## src/rtl/cfg_readback_pkg.sv

```systemverilog
// Shared types and constants for the configuration readback serializer.
// CFG_READBACK_PARITY_EN adds a trailing even-parity bit state (ST_PAR).
package cfg_readback_pkg;

    localparam int CFG_READBACK_DEFAULT_N = 79;

    typedef enum logic [1:0] {
        ST_IDLE  = 2'd0,
        ST_SHIFT = 2'd1,
`ifdef CFG_READBACK_PARITY_EN
        ST_PAR   = 2'd2,
`endif
        ST_DONE  = 2'd3
    } state_e;

endpackage

```

## src/rtl/piso_shifter.sv

```systemverilog
// Parallel-in serial-out datapath: MSB-first shift register, bit counter and
// (with CFG_READBACK_PARITY_EN) the parity of the captured word.
module piso_shifter
    import cfg_readback_pkg::*;
#(
    parameter int N  = CFG_READBACK_DEFAULT_N,
    localparam int CW = $clog2(N)
) (
    input  logic         clk,
    input  logic         rst,
    input  logic         i_load,
    input  logic         i_advance,
    input  logic [N-1:0] i_par,
    output logic         o_msb,
`ifdef CFG_READBACK_PARITY_EN
    output logic         o_parity,
`endif
    output logic         o_cnt_zero
);

    logic [N-1:0]  r_sreg;
    logic [CW-1:0] r_cnt;
    logic          w_cnt_zero;

    assign w_cnt_zero = (r_cnt == '0);

    // Advancing is refused at zero so the counter can never wrap.
    always_ff @(posedge clk) begin
        if (rst) begin
            r_sreg <= '0;
            r_cnt  <= '0;
        end else if (i_load) begin
            r_sreg <= i_par;
            r_cnt  <= CW'(N - 1);
        end else if (i_advance && !w_cnt_zero) begin
            r_sreg <= {r_sreg[N-2:0], 1'b0};
            r_cnt  <= r_cnt - CW'(1);
        end
    end

`ifdef CFG_READBACK_PARITY_EN
    logic r_parity;

    always_ff @(posedge clk) begin
        if (rst) begin
            r_parity <= 1'b0;
        end else if (i_load) begin
            r_parity <= ^i_par;
        end
    end

    assign o_parity = r_parity;
`endif

    assign o_msb      = r_sreg[N-1];
    assign o_cnt_zero = w_cnt_zero;

endmodule

```

## src/rtl/cfg_readback_tx.sv

```systemverilog
// Captures a status/config word on start and streams it out MSB first under
// shift_en flow control. CFG_READBACK_PARITY_EN appends an even-parity bit.
module cfg_readback_tx
    import cfg_readback_pkg::*;
#(
    parameter int N = CFG_READBACK_DEFAULT_N
) (
    input  logic         clk,
    input  logic         rst,
    input  logic         start,
    input  logic         shift_en,
    input  logic [N-1:0] par_in,
    output logic         ser_out,
    output logic         ser_valid,
    output logic         busy,
    output logic         done
);

    state_e r_state;
    state_e w_next;
    logic   w_load;
    logic   w_advance;
    logic   w_msb;
    logic   w_cnt_zero;

    // Capture is only possible between frames; a shift_en in that cycle is not a consume.
    assign w_load    = ((r_state == ST_IDLE) || (r_state == ST_DONE)) && start;
    assign w_advance = (r_state == ST_SHIFT) && shift_en;

`ifdef CFG_READBACK_PARITY_EN
    logic w_parity;
`endif

    piso_shifter #(
        .N (N)
    ) u_piso (
        .clk        (clk),
        .rst        (rst),
        .i_load     (w_load),
        .i_advance  (w_advance),
        .i_par      (par_in),
        .o_msb      (w_msb),
`ifdef CFG_READBACK_PARITY_EN
        .o_parity   (w_parity),
`endif
        .o_cnt_zero (w_cnt_zero)
    );

    always_comb begin
        w_next = r_state;
        case (r_state)
            ST_IDLE: begin
                if (start) w_next = ST_SHIFT;
            end
            ST_SHIFT: begin
                if (shift_en && w_cnt_zero) begin
`ifdef CFG_READBACK_PARITY_EN
                    w_next = ST_PAR;
`else
                    w_next = ST_DONE;
`endif
                end
            end
`ifdef CFG_READBACK_PARITY_EN
            ST_PAR: begin
                if (shift_en) w_next = ST_DONE;
            end
`endif
            ST_DONE: begin
                w_next = start ? ST_SHIFT : ST_IDLE;
            end
            default: w_next = ST_IDLE;
        endcase
    end

    always_ff @(posedge clk) begin
        if (rst) begin
            r_state <= ST_IDLE;
        end else begin
            r_state <= w_next;
        end
    end

    // Outputs decode straight from registered state, so reset clears them the same edge.
    always_comb begin
        ser_out   = 1'b0;
        ser_valid = 1'b0;
        busy      = 1'b0;
        done      = (r_state == ST_DONE);
        case (r_state)
            ST_SHIFT: begin
                ser_out   = w_msb;
                ser_valid = 1'b1;
                busy      = 1'b1;
            end
`ifdef CFG_READBACK_PARITY_EN
            ST_PAR: begin
                ser_out   = w_parity;
                ser_valid = 1'b1;
                busy      = 1'b1;
            end
`endif
            default: ;
        endcase
    end

endmodule

```

## config.mk

```make
export PLATFORM = sky130hd
export DESIGN_NAME = cfg_readback_tx
export DESIGN_NICKNAME = d
export VERILOG_FILES = /design/src/rtl/cfg_readback_pkg.sv /design/src/rtl/piso_shifter.sv /design/src/rtl/cfg_readback_tx.sv
export SDC_FILE = /design/constraint.sdc
export NUM_CORES = 1
export LEC_CHECK = 0
export BUFFER_PORTS_ARGS = -buffer_cell sky130_fd_sc_hd__buf_2
export CAP_MARGIN = 10
export CELL_PAD_IN_SITES_DETAIL_PLACEMENT = 0
export CELL_PAD_IN_SITES_GLOBAL_PLACEMENT = 1
export CORE_MARGIN = 2
export CORE_UTILIZATION = 35
export CTS_CLUSTER_DIAMETER = 40
export DETAILED_ROUTE_END_ITERATION = 8
export PLACE_DENSITY_LB_ADDON = 0.25
export SYNTH_ARGS = -nofsm -noshare
export SYNTH_HDL_FRONTEND = slang
export SYNTH_SLANG_ARGS = --single-unit
```

## constraint.sdc

```tcl
create_clock -name clk -period 1.67 [get_ports clk]
set_clock_uncertainty 0.05 [all_clocks]
set_input_delay 0.167 -clock clk [delete_from_list [all_inputs] [get_ports clk]]
set_output_delay 0.167 -clock clk [all_outputs]
set_load 0.03 [all_outputs]
```

==> reports/results.txt <==
# DRC: 0
dominant synthesized flop cell: dfxtp_1
Vias/cell: 5.44
Power Dens Cells: 1400 nW/µm²
Buf+Inv Stages, Crit Path: 5
HP Start: par_in[0]
YS warnings: 0
hold path endpoint: u_piso.r_sreg[0]
I/O Pins: 87
drt wl/cell: 16.0 µm
Clk pin slew, worst setup/hold paths: 90 ps
WS Path Type: reg -> reg
crit path from: u_piso.r_cnt[2]
Peak VDD IR: 0.000537 V
measured slew at the worst slew-check pin: 338 ps
Worst Path Arrival: 2040 ps
Final nets: 695
largest net degree at the start of global routing: 47
status: finished with violations
global-route wire length before repair: 18100 µm
Worst R2R End: u_piso.r_cnt[0]
most frequent cells in the layout: nor3_1, buf_2, dfxtp_1
RSZ-0062 raised after global routing: yes
crit path cell chain: buf_4 -> nor3_4 -> buf_4 -> a21oi_4 -> buf_6 -> buf_12 -> buf_16 -> xnor2_1 -> nor3_1
share of cells above drive strength 1: 39.2%
syn avg cell area: 7.77 µm²
slowest CP cell: dfxtp_2
drt pass-1 iters: 4
nature of the critical path endpoint: flop
die area: 12100 µm²
H-tree depth: 3
hpwl dp: 6870 µm
CTS tree: built
row cnt: 38
#FFs+latches synth: 88
CTS root buf: clkbuf_8
Final WS setup: -128 ps
die height: 110 µm
minimum clock period: 1800 ps
GR Overflow Total: 0
antenna cells: 0
total CTS buffers: 9
leakage power: 2.27 nW
Core ar.: 10900 µm²
Storage cell area: 1770 µm²
relative slew slack: 77.5%
max_cap viols: 0
CTS Sinks: 88
Post-Synthesis Cells: 505
final hold vios: 0
Total Wirelength: 12000 µm
number of synthesized flops with an enable pin: 0
top cell type's share of synthesized area: 44.9%
antenna-violating nets left: 0
Yosys cell types: 31
vias: 4091
worst-path maximum fanout: 6
r2r worst-path depth: 9
DIE WIDTH: 110 µm
Setup Viol. Count Final: 66
Startpoint Class: flop
Setup TNS Final: -2580 ps
largest area contributor in the netlist: dfxtp_1
asr flop ratio synth: 0%
r2r setup slk: -130 ps
crit share post-route: 108%
GRT Overall Usage: 19.1%
Hold Path Stages: 3
clk buf depth: 2
worst hold slack: 4.96 ps
ranking of synthesized cells by area: dfxtp_1, nor3_1, nor4_1
most common cell after layout, fill and taps aside: nor3_1
Max Clock Freq: 0.556 GHz
antenna violations before repair: 0
post-synthesis sequential area ratio: 44.9%
count of buffers from port buffering: 86
cell mode on critical path: buf_4
failing checks: setup timing
worst skew pair latency: 370 ps
critical path's largest stage delay: 350 ps
Pins Over Slew Limit: 0
hold crit path type: in -> reg
Area growth, synth to finish: 48.3%
Initial Util: 36.0%
Critical Path RT: 1910 ps
Crit Reg-Reg Startpoint: u_piso.r_cnt[2]
vias in the first global route: 3802
DR iter-0 viols: 154
GPL Wtd Cong: 0.843
fillers: 1023
syn_nets: 592
Multi-input gate area: 2400 µm²
Top delay family on crit path: buffers and inverters
synthesized cell area: 3920 µm²
-- repair_timing --
action | 4_1_cts | 5_1_grt
cloned | 5 | 8
buffers inserted | 9 | 3
endpoints found under the setup margin | 82 | 84
pin swaps | 44 | 32
gates resized for setup | 34 | 70
hold buffers | 0 | 0
-- flip-flops by register name, summed over array words and instances, names as in the netlist --
signal and count:
u_piso.r_sreg 79, u_piso.r_cnt 7, r_state 2
-- metrics by stage --
step / util [%] / setup WS (ps) / area (µm²) / total power, W / cells
floorplan: - / -29.9 / 4020 / 0.00484 / 505
global placement: 44.1 / -45.2 / 4800 / 0.00565 / 714
detailed placement: 44.1 / -167 / 4800 / 0.00571 / 714
CTS: 48.8 / -95.2 / 5310 / 0.00746 / 743
global route: 53.4 / -217 / 5820 / 0.00864 / 752
finish: 53.4 / -128 / 5820 / 0.00812 / 752
-- worst reg2reg max path: cells and delay by family, from the launching register on --
family	cells	cell delay, ps
DFF	1	350
xor gates and xnor gates	1	120
AOI/OAI and AO/OA	1	80
buffers and inverters	5	760
and+or+nand+nor	2	360
-- worst max-delay path by stage --
stage	endpoint	slack, ps	cells after the start
after floorplan	u_piso.r_cnt[3]	-30	7
after global placement	u_piso.r_sreg[9]	-50	7
after detailed placement	u_piso.r_sreg[5]	-170	7
after CTS	u_piso.r_sreg[5]	-100	7
after global routing	u_piso.r_sreg[12]	-220	9
final	u_piso.r_cnt[0]	-130	9
-- layout make-up --
cell class,count,share of cell area (%)
tap,140,3.01
sequential,88,30.4
timing repair buffer,146,22.0
inverter,5,0.366
clock inverter,6,0.796
clock buffer,9,2.13
multi-input combinational,358,41.2
-- power breakdown --
group | total [W] | internal [W] | switching (W)
clock | 0.00135 | 0.000536 | 0.000809
sequential | 0.00306 | 0.00265 | 0.000407
combinational | 0.00372 | 0.00186 | 0.00186
total | 0.00812 | 0.00505 | 0.00307
-- cells in the mapped netlist (3+ instances only) --
master,count
buf_4,10
dfxtp_1,88
buf_2,4
a211oi_1,3
xnor2_1,3
inv_1,5
clkbuf_1,34
a21oi_1,5
nor4_1,78
buf_1,7
ha_1,4
nor3_1,159
nor2_1,81
-- kinds of logic after synthesis --
kind of cell / count (synthesis) / synth area share, %
AOI/OAI and AO/OA: 15 / 2.71
and+or+nand+nor: 334 / 43.4
buffers and inverters: 60 / 6.82
DFF: 88 / 44.9
adders and majority gates: 4 / 1.28
xor gates and xnor gates: 4 / 0.893
-- routing by layer --
metal  vias to the layer above  track usage, %  share of wire [%]  routed length [µm]
met4                         0            8.50                1.5                 182
met5                         -               0                  0                   0
met2                        82            31.4                 49                5870
met3                        14            2.49                3.8                 452
met1                      1947            24.9                 46                5500
li1                       2048               -                  -                   -
(Power assumes the default switching activity.)
